**config.mk**
```make
export PLATFORM = sky130hd
export DESIGN_NAME = fdiv_prog
export DESIGN_NICKNAME = d
export VERILOG_FILES = /design/src/rtl/fdiv_prog.sv
export SDC_FILE = /design/constraint.sdc
export NUM_CORES = 1
export LEC_CHECK = 0
export ABC_CLOCK_PERIOD_IN_PS = 6800
export BUFFER_PORTS_ARGS = -buffer_cell sky130_fd_sc_hd__buf_2
export CORE_UTILIZATION = 54
export DETAILED_ROUTE_END_ITERATION = 8
export HOLD_SLACK_MARGIN = 0.1
export PLACE_DENSITY_LB_ADDON = 0.2
export SYNTH_ARGS = -nofsm -noshare
export SYNTH_HDL_FRONTEND = slang
export SYNTH_SLANG_ARGS = --single-unit
```
**constraint.sdc**
```tcl
create_clock -name Fin -period 6.8 [get_ports Fin]
set_input_delay 0.68 -clock Fin [delete_from_list [all_inputs] [get_ports Fin]]
set_output_delay 0.68 -clock Fin [all_outputs]
set_load 0.02 [all_outputs]
```
**src/rtl/fdiv_prog.sv**
```systemverilog
// Runtime-programmable clock-enable divider with double-buffered divisor.
// New divisors are applied only at a period boundary (or restart) so Fout never glitches.
module fdiv_prog #(
    parameter int unsigned W       = 32,
    parameter int unsigned DEF_DIV = 10
) (
    input  logic         Fin,
    input  logic         reset,
    input  logic         en,
    input  logic         restart,
    input  logic [W-1:0] div_in,
    input  logic         div_load,
    input  logic         mode,
    output logic         Fout,
    output logic         tick,
    output logic         div_err,
    output logic [W-1:0] cnt_out
);

    localparam logic [W-1:0] DefDiv = W'(DEF_DIV);

    logic [W-1:0] cnt;
    logic [W-1:0] act_div;
    logic [W-1:0] sh_div;
    logic         pend;
    logic [W:0]   hi;
    logic         term;
    logic         div_small;

    // High-phase length kept one bit wider so a divisor of 2^W-1 does not wrap.
    assign hi        = ({1'b0, act_div} + (W+1)'(1)) >> 1;
    assign term      = (cnt == act_div - W'(1));
    assign div_small = (div_in < W'(2));
    assign cnt_out   = cnt;

    always_ff @(posedge Fin) begin
        if (reset) begin
            cnt     <= '0;
            act_div <= DefDiv;
            sh_div  <= DefDiv;
            pend    <= 1'b0;
            Fout    <= 1'b0;
            tick    <= 1'b0;
            div_err <= 1'b0;
        end else begin
            tick    <= 1'b0;
            div_err <= 1'b0;

            if (restart) begin
                cnt <= '0;
                if (pend) begin
                    act_div <= sh_div;
                    pend    <= 1'b0;
                end
            end else if (en) begin
                if (term) begin
                    cnt  <= '0;
                    tick <= 1'b1;
                    if (pend) begin
                        act_div <= sh_div;
                        pend    <= 1'b0;
                    end
                end else begin
                    cnt <= cnt + W'(1);
                end
            end

            if (en || restart) begin
                Fout <= mode ? term : ({1'b0, cnt} < hi);
            end

            // Placed last so a load coincident with a boundary re-arms pend for the next one.
            if (div_load) begin
                sh_div  <= div_small ? W'(2) : div_in;
                pend    <= 1'b1;
                div_err <= div_small;
            end
        end
    end

endmodule

```
==> flow_metrics.env, run 1 <==
export IMPL_clk_path_buf_depth=2
export IMPL_synth_nets=978
export IMPL_p_clk_frac=0.381
export IMPL_setup_viol=0
export IMPL_wl_met1_microns=8720
export IMPL_core_area_sq_um=12770
export IMPL_ctsHoldBuffers=0
export IMPL_tightest_slew_ns=1.074
export IMPL_worst_path_most_repeated_cell="nor2_1"
export IMPL_dr_wl_met2_microns=7089
export IMPL_gr_total_overflow=0
export IMPL_dpl_hpwl_microns=12770
export IMPL_portBuffers=72
export IMPL_syn_avg_cell_area_sq_um=7.923
export IMPL_seq_area_frac_synth=0.2789
export IMPL_fin_tns_setup_ns=0
export IMPL_wl_per_cell_microns=15.45
export IMPL_power_frac_comb=0.132
export IMPL_ys_ff_latch=100
export IMPL_end_kind="register"
export IMPL_fp_row_count=41
export IMPL_ir_drop_mv=0.1683
export IMPL_ant_nets=0
export IMPL_grt_pass1_vias=5509
export IMPL_rsz0062_at_grt="no"
export IMPL_final_nets=1000
export IMPL_yosysWarnings=0
export IMPL_power_density_nw_per_um2=167.5
export IMPL_r2r_setup_slack_ns=2.37
export IMPL_area_sequential_sq_um=2003
export IMPL_status="finished, final reports clean"
export IMPL_timing_final_crit_share=0.6516
export IMPL_clk_latency_ns=0.36
export IMPL_cts_setup_buffers=0
export IMPL_vias=6406
export IMPL_cts_root_buf="clkbuf_16"
export IMPL_syn_area_sq_um=7178
export IMPL_critPathLaunchType="register"
export IMPL_multi_input_area_sq_um=4722
export IMPL_fillers=1184
export IMPL_crit_arrival_ns=4.70
export IMPL_p_seq_frac=0.487
export IMPL_critPathSlowestCell="nor4_1"
export IMPL_fin_crit_ns=4.431
export IMPL_ys_types=59
export IMPL_async_flop_share=0
export IMPL_critical_path_max_stage_delay_ns=0.60
export IMPL_path_cells="and3_1 -> and2_1 -> nand4_1 -> nor4_1 -> nor2b_1 -> nand3_1 -> nor3_1 -> xnor2_1 -> ha_1 -> a21o_1 -> a21oi_1 -> nor2_1 -> a2111oi_0 -> nor2_1 -> a2111o_1 -> a211oi_1"
export IMPL_skew_ns=0.01336
export IMPL_hold_viol_final=0
export IMPL_max_freq_mhz=225.7
export IMPL_track_usage=0.2642
export IMPL_synthCells=906
export IMPL_synth_edf_count=0
export IMPL_holdWs_ns=0.5165
export IMPL_drc=0
export IMPL_gp_congestion=0.9249
export IMPL_timing_worst_setup_path_type="reg2reg"
export IMPL_clock_sinks=100
export IMPL_wirelength_microns=17070
export IMPL_die_area_sq_um=13760
export IMPL_swShare=0.2841
export IMPL_place_ws_ns=2.391
export IMPL_highest_layer="met4"
export IMPL_drt_first_pass_iters=4
export IMPL_finalNonFillerCells=1105
export IMPL_synth_flop_cell="dfxtp_1"
export IMPL_hold_class="reg2reg"
export IMPL_placedCellCount=1089
export IMPL_die_x_microns=117.3
export IMPL_die_y_microns=117.3
export IMPL_p_int_uw=929.0
export IMPL_cellLeakagePower_uw=0.002978
export IMPL_first_iter_violations=403
export IMPL_clk_pin_slew_ns=0.07
export IMPL_cts_buffers=9
export IMPL_area_growth_pct=7.931
export IMPL_fin_area_sq_um=7747
export IMPL_p_sw_uw=368.7
export IMPL_timing_final_max_slew_violations=0
export IMPL_initial_utilization=0.5620
export IMPL_antenna_found_initial=0
export IMPL_wl_met3_microns=1037
export IMPL_diodes=0
export IMPL_max_cap_violations=0
export IMPL_h_tree_depth=3
export IMPL_grt_max_degree=119
export IMPL_relSlewSlack=0.2843
export IMPL_avgViaCountPerCell=5.797
export IMPL_final_layout_size_suffix_gt1_frac=0.1072
export IMPL_crit_path_max_fanout=11
export IMPL_grt_pass1_wl_microns=27990
export IMPL_required_ns=7.07
export IMPL_cts_resized=0
export IMPL_place_area_sq_um=7465
export IMPL_layout_setup_ws_ns=2.369
export IMPL_io_pins=73
export IMPL_cts_tree="yes"
[sequential cells by signal (all words and copies together), names as in the netlist]
| signal | cells |
|---|---|
| Fout | 1 |
| cnt_out | 32 |
| pend | 1 |
| tick | 1 |
| sh_div | 32 |
| div_err | 1 |
| act_div | 32 |
[logic make-up after synthesis]
kind of cell | count (synthesis) | synth area share
AO/OA/AOI/OAI | 92 | 0.09413
flip-flops | 100 | 0.2789
adder cells (fa/ha/maj) | 34 | 0.05926
AND/OR/NAND/NOR | 418 | 0.2928
multiplexers | 58 | 0.08088
XOR/XNOR | 105 | 0.1302
buffers and inverters | 99 | 0.06380
[through the flow]
stage	utilization	power, uW
after floorplan	-	769.2
after global placement	0.5844	812.1
after detailed placement	0.5844	814.2
after CTS	0.6065	1313
after global routing	0.6065	1352
final	0.6065	1298
[cells in the mapped netlist, drive strengths merged (26+ instances only)]
master	number	area (sq um)
xor2	37	324.1
xnor2	67	586.8
o311ai	28	245.2
nor3	56	280.3
clkbuf	45	168.9
ha	34	425.4
nor2	121	454.2
dfxtp	100	2002
mux2i	58	580.6
nand3	62	310.3
inv	33	123.9
nand4	26	162.7
nand2	62	232.7
[power by group through the flow]
stage	Combinational, uW	Sequential, uW	Clock [uW]
3_5_place_dp	170	644	0
2_1_floorplan	138	631	0
5_1_grt	190	635	527
4_1_cts	171	630	512
3_3_place_gp	169	643	0
6_report	171	631	495
[worst max-delay path, delay by kind of cell (launching register included)]
| kind | cells | cell delay, ns |
|---|---|---|
| simple gates | 9 | 2.16 |
| compound gates | 5 | 1.26 |
| flops | 1 | 0.52 |
| fa+ha+maj | 1 | 0.26 |
| xor+xnor | 1 | 0.15 |
[placed cells by master, fill, tap and decap left out, drive strengths merged, types with 2 or more instances in the layout]
master and count:
a2111oi 4, a211oi 2, a21o 7, a21oi 12, a31oi 7, and2 3, and3 10, and4 4
and4b 2, buf 77, clkbuf 10, clkinv 2, dfxtp 100, ha 34, inv 36, mux2i 58
nand2 62, nand2b 7, nand3 62, nand4 26, nand4b 5, nor2 121, nor2b 4, nor3 56
nor3b 5, nor4 24, o211ai 3, o21a 3, o21ai 11, o22ai 2, o311ai 28, o31ai 4
or2 3, or3 5, or4 11, or4b 4, xnor2 67, xor2 37
[metal layers]
| layer | track usage | up-vias |
|---|---|---|
| li1 | - | 3291 |
| met1 | 0.3893 | 2909 |
| met2 | 0.3890 | 194 |
| met5 | 0 | - |
| met4 | 0.07511 | 0 |
| met3 | 0.04943 | 12 |
[area by class of cell]
| type | count | area share |
|---|---|---|
| Timing Repair Buffer | 77 | 0.05168 |
| Multi-Input combinational cell | 707 | 0.6095 |
| Clock buffer | 10 | 0.02955 |
| Clock inverter | 6 | 0.006944 |
| Inverter | 33 | 0.01599 |
| Sequential cell | 100 | 0.2586 |
| Tap cell | 172 | 0.02778 |
[worst paths after layout]
kind	depth (start not counted)	endpoint	from
worst min register to register	2	sh_div[1]	sh_div[1]
worst min-delay path	2	sh_div[1]	sh_div[1]
worst max-delay path	16	Fout	act_div[2]
worst max register to register	16	Fout	act_div[2]
(Power assumes the default switching activity.)
==> inputs of run 2 (changes only) <==
Settings changed: ABC_CLOCK_PERIOD_IN_PS 6800 to 4550.
Clock period 6.8 ns to 4.55 ns, I/O delays scaled along.
==> flow_metrics.env, run 2 (synthesis gave the netlist of run 1 again) <==
export IMPL_h_tree_depth=3
export IMPL_fin_tns_setup_ns=0
export IMPL_initial_utilization=0.5620
export IMPL_clock_sinks=100
export IMPL_vias=6475
export IMPL_timing_worst_setup_path_type="reg2reg"
export IMPL_layout_common_cells="nor2_1, dfxtp_1, buf_2"
export IMPL_avgViaCountPerCell=5.818
export IMPL_power_uw=1942
export IMPL_cellLeakagePower_uw=0.003017
export IMPL_p_sw_uw=552.5
export IMPL_setup_viol=0
export IMPL_skew_ns=0.01005
export IMPL_die_x_microns=117.3
export IMPL_layout_setup_ws_ns=0.5107
export IMPL_final_layout_size_suffix_gt1_frac=0.1137
export IMPL_cts_root_buf="clkbuf_16"
export IMPL_track_usage=0.2733
export IMPL_area_growth_pct=8.872
export IMPL_tightest_slew_ns=1.140
export IMPL_end_kind="register"
export IMPL_r2r_setup_slack_ns=0.51
export IMPL_p_int_uw=1389
export IMPL_core_area_sq_um=12770
export IMPL_die_y_microns=117.3
export IMPL_cts_tree="yes"
export IMPL_power_frac_comb=0.132
export IMPL_p_seq_frac=0.488
export IMPL_portBuffers=72
export IMPL_timing_final_max_slew_violations=0
export IMPL_max_freq_mhz=247.6
export IMPL_first_iter_violations=384
export IMPL_io_pins=73
export IMPL_ctsHoldBuffers=0
export IMPL_ant_nets=0
export IMPL_clk_pin_slew_ns=0.07
export IMPL_crit_path_max_fanout=11
export IMPL_die_area_sq_um=13760
export IMPL_fp_row_count=41
export IMPL_final_nets=1008
export IMPL_layout_commonest_cell="nor2_1"
export IMPL_ir_drop_mv=0.2829
export IMPL_max_cap_violations=0
export IMPL_grt_max_degree=127
export IMPL_diodes=0
export IMPL_fin_crit_ns=4.039
export IMPL_required_ns=4.83
export IMPL_gp_congestion=0.9487
export IMPL_status="finished, final reports clean"
export IMPL_grt_pass1_vias=5710
export IMPL_p_clk_frac=0.381
export IMPL_fin_area_sq_um=7815
export IMPL_place_area_sq_um=7537
export IMPL_timing_final_crit_share=0.8877
export IMPL_critPathLaunchType="register"
export IMPL_clk_path_buf_depth=2
export IMPL_cts_buffers=9
export IMPL_drt_first_pass_iters=5
export IMPL_gr_total_overflow=0
export IMPL_rsz0062_at_grt="no"
export IMPL_wirelength_microns=17490
export IMPL_cts_setup_buffers=0
export IMPL_power_density_nw_per_um2=248.5
export IMPL_crit_arrival_ns=4.31
export IMPL_grt_pass1_wl_microns=29070
export IMPL_hold_class="in2reg"
export IMPL_hold_viol_final=0
export IMPL_drc=0
export IMPL_antenna_found_initial=0
export IMPL_holdWs_ns=0.3334
export IMPL_swShare=0.2845
export IMPL_dpl_hpwl_microns=13130
export IMPL_clk_latency_ns=0.36
export IMPL_cts_resized=0
export IMPL_place_ws_ns=0.4998
export IMPL_wl_per_cell_microns=15.71
export IMPL_relSlewSlack=0.2402
## run 2: per-stage QoR
| stage | cells | util |
|---|---|---|
| 2_1_floorplan | 906 | - |
| 3_3_place_gp | 1097 | 0.5901 |
| 3_5_place_dp | 1097 | 0.5901 |
| 4_1_cts | 1113 | 0.6118 |
| 5_1_grt | 1113 | 0.6118 |
| 6_report | 1113 | 0.6118 |
## run 2: critical path, stage by stage, from the launching register on
cell and delay [ns]:
dfxtp_1 0.53, and3_1 0.24, and2_1 0.17, nand4_1 0.15, nor4_1 0.21, buf_4 0.18
nor2b_1 0.25, nand3_1 0.20, nor3_1 0.22, xnor2_1 0.15, ha_1 0.26, a21o_1 0.17
a21oi_1 0.14, nor2_1 0.05, a2111oi_0 0.36, nor2_1 0.10, a2111o_1 0.39, a211oi_1 0.19
## run 2: final cells by class
| class | count | area (sq um) |
|---|---|---|
| repair buffers | 85 | 473.0 |
| inverters | 33 | 123.9 |
| multi-input cells | 707 | 4722 |
| clock inverters | 5 | 45.04 |
| fillers | 1220 | 4959 |
| flip-flops and latches | 100 | 2003 |
| clock buffers | 11 | 232.7 |
| well taps | 172 | 215.2 |
## run 2: routing by layer
layer | wire length, microns | global-route usage | vias up | share of wire
li1 | - | - | 3303 | -
met1 | 8795 | 0.4108 | 2962 | 0.50
met2 | 7412 | 0.3949 | 190 | 0.42
met3 | 992 | 0.04686 | 20 | 0.057
met4 | 284 | 0.07932 | 0 | 0.016
met5 | 0 | 0 | - | 0
## run 2: final timing paths
path,startpoint,end,depth (start not counted)
max,act_div[2],Fout,17
min,div_in[3],sh_div[3],3
max reg2reg,act_div[2],Fout,17
min reg2reg,sh_div[25],act_div[25],2
## run 2: power by group through the flow
stage | Sequential [uW] | Combinational (uW) | Clock, uW
5_1_grt | 952 | 285 | 798
3_5_place_dp | 966 | 253 | 0
2_1_floorplan | 943 | 207 | 0
4_1_cts | 946 | 254 | 759
3_3_place_gp | 965 | 251 | 0
6_report | 947 | 255 | 739
==> inputs of run 3 (changes only) <==
Settings changed: CAP_MARGIN from default to 20, PLACE_DENSITY from default to 0.82, PLACE_DENSITY_LB_ADDON 0.2 to default.
==> flow_metrics.env, run 3 (synthesis gave the netlist of run 1 again) <==
export IMPL_io_pins=73
export IMPL_diodes=0
export IMPL_die_x_microns=117.3
export IMPL_layout_commonest_cell="nor2_1"
export IMPL_max_freq_mhz=244.6
export IMPL_dpl_hpwl_microns=12850
export IMPL_layout_common_cells="nor2_1, dfxtp_1, buf_2"
export IMPL_timing_final_crit_share=0.8985
export IMPL_first_iter_violations=470
export IMPL_path_cells="and3_1 -> and2_1 -> nand3_1 -> nor3_1 -> nand2_1 -> nor3_1 -> nand2_1 -> xnor2_1 -> ha_1 -> a21o_1 -> a21o_1 -> a21oi_1 -> nor2_1 -> a2111oi_0 -> nor2_1 -> a2111o_1 -> a211oi_1"
export IMPL_finalNonFillerCells=1112
export IMPL_grt_max_degree=85
export IMPL_final_nets=1007
export IMPL_vias=6505
export IMPL_core_area_sq_um=12770
export IMPL_critPathLaunchType="register"
export IMPL_clk_pin_slew_ns=0.07
export IMPL_critPathTopFamily="simple AND/OR/NAND/NOR gates"
export IMPL_skew_ns=0.003756
export IMPL_h_tree_depth=3
export IMPL_cts_tree="yes"
export IMPL_fillers=1144
export IMPL_initial_utilization=0.5620
export IMPL_critPathSlowestCell="dfxtp_1"
export IMPL_clk_path_buf_depth=2
export IMPL_hold_viol_final=0
export IMPL_track_usage=0.2627
export IMPL_cellLeakagePower_uw=0.003007
export IMPL_avgViaCountPerCell=5.850
export IMPL_ir_drop_mv=0.2419
export IMPL_gr_total_overflow=0
export IMPL_gp_congestion=1.025
export IMPL_clock_sinks=100
export IMPL_required_ns=4.82
export IMPL_ctsHoldBuffers=0
export IMPL_rsz0062_at_grt="no"
export IMPL_cts_resized=0
export IMPL_grt_pass1_vias=5664
export IMPL_wirelength_microns=17140
export IMPL_die_area_sq_um=13760
export IMPL_portBuffers=72
export IMPL_wl_per_cell_microns=15.41
export IMPL_timing_worst_setup_path_type="reg2reg"
export IMPL_relSlewSlack=0.3250
export IMPL_crit_arrival_ns=4.36
export IMPL_critical_path_max_stage_delay_ns=0.54
export IMPL_cts_setup_buffers=0
export IMPL_setup_viol=0
export IMPL_area_growth_pct=8.611
export IMPL_fin_crit_ns=4.088
export IMPL_cts_buffers=9
export IMPL_hold_class="in2reg"
export IMPL_drc=0
export IMPL_final_layout_size_suffix_gt1_frac=0.1128
export IMPL_fp_row_count=41
export IMPL_max_cap_violations=0
export IMPL_power_density_nw_per_um2=249.6
export IMPL_timing_final_max_slew_violations=0
export IMPL_ant_nets=0
export IMPL_status="finished, final reports clean"
export IMPL_fin_tns_setup_ns=0
export IMPL_fin_util=0.6103
export IMPL_tightest_slew_ns=1.003
export IMPL_antenna_found_initial=0
export IMPL_cts_root_buf="clkbuf_16"
export IMPL_grt_pass1_wl_microns=27940
export IMPL_drt_first_pass_iters=4
export IMPL_holdWs_ns=0.3461
export IMPL_placedCellCount=1096
export IMPL_die_y_microns=117.3
export IMPL_worst_path_buf_inv=0
export IMPL_clk_latency_ns=0.36
export IMPL_crit_path_max_fanout=11
export IMPL_end_kind="register"
==> run 3: cell types whose count changed in the layout (fill, tap and decap cells not counted), sizes merged <==
cell,before,now
clkinv,2,0
buf,85,84
clkbuf,11,12
clkinvlp,1,2
==> run 3: per-stage QoR <==
stage	total power [uW]	instance area, sq um	setup WS (ns)
after floorplan	1150	7178	0.5793
after CTS	1953	7796	0.4174
after detailed placement	1214	7517	0.4438
after global placement	1208	7517	0.6491
after global routing	2030	7796	0.05817
final	1946	7796	0.4619
==> run 3: layout make-up <==
class / instances / area [sq um] / area share
multi-input cells: 707 / 4722 / 0.6057
repair buffers: 84 / 452.9 / 0.05810
well taps: 172 / 215.2 / 0.02760
flip-flops and latches: 100 / 2003 / 0.2569
inverters: 33 / 123.9 / 0.01589
clock inverters: 4 / 32.53 / 0.004173
clock buffers: 12 / 246.5 / 0.03162
==> run 3: metal layers <==
metal | track usage | share of wire | wire length [microns] | up-vias
li1 | - | - | - | 3313
met1 | 0.3810 | 0.48 | 8270 | 2958
met2 | 0.4000 | 0.43 | 7314 | 208
met3 | 0.03244 | 0.071 | 1215 | 26
met4 | 0.09030 | 0.020 | 337 | 0
met5 | 0 | 0 | 0 | -
==> run 3: worst paths after layout <==
check             start          to  slack [ns]  cells after the start
max          act_div[2]        Fout        0.46                     17
min          div_in[15]  sh_div[15]        0.35                      3
min reg2reg   sh_div[0]   sh_div[0]        0.53                      2
max reg2reg  act_div[2]        Fout        0.46                     17
==> run 3: worst reg2reg max path, cell delays in order (launching register included) <==
cell and delay (ns):
dfxtp_1 0.54, and3_1 0.23, and2_1 0.17, nand3_1 0.16
nor3_1 0.40, nand2_1 0.15, nor3_1 0.24, nand2_1 0.11
xnor2_1 0.14, ha_1 0.29, a21o_1 0.16, a21o_1 0.17
a21oi_1 0.13, nor2_1 0.05, a2111oi_0 0.40, nor2_1 0.09
a2111o_1 0.38, a211oi_1 0.19
==> run 3: where the power goes <==
part           switching, uW  total (uW)  internal [uW]
combinational            148         252            104
clock                    356         747            391
sequential              43.3         947            904
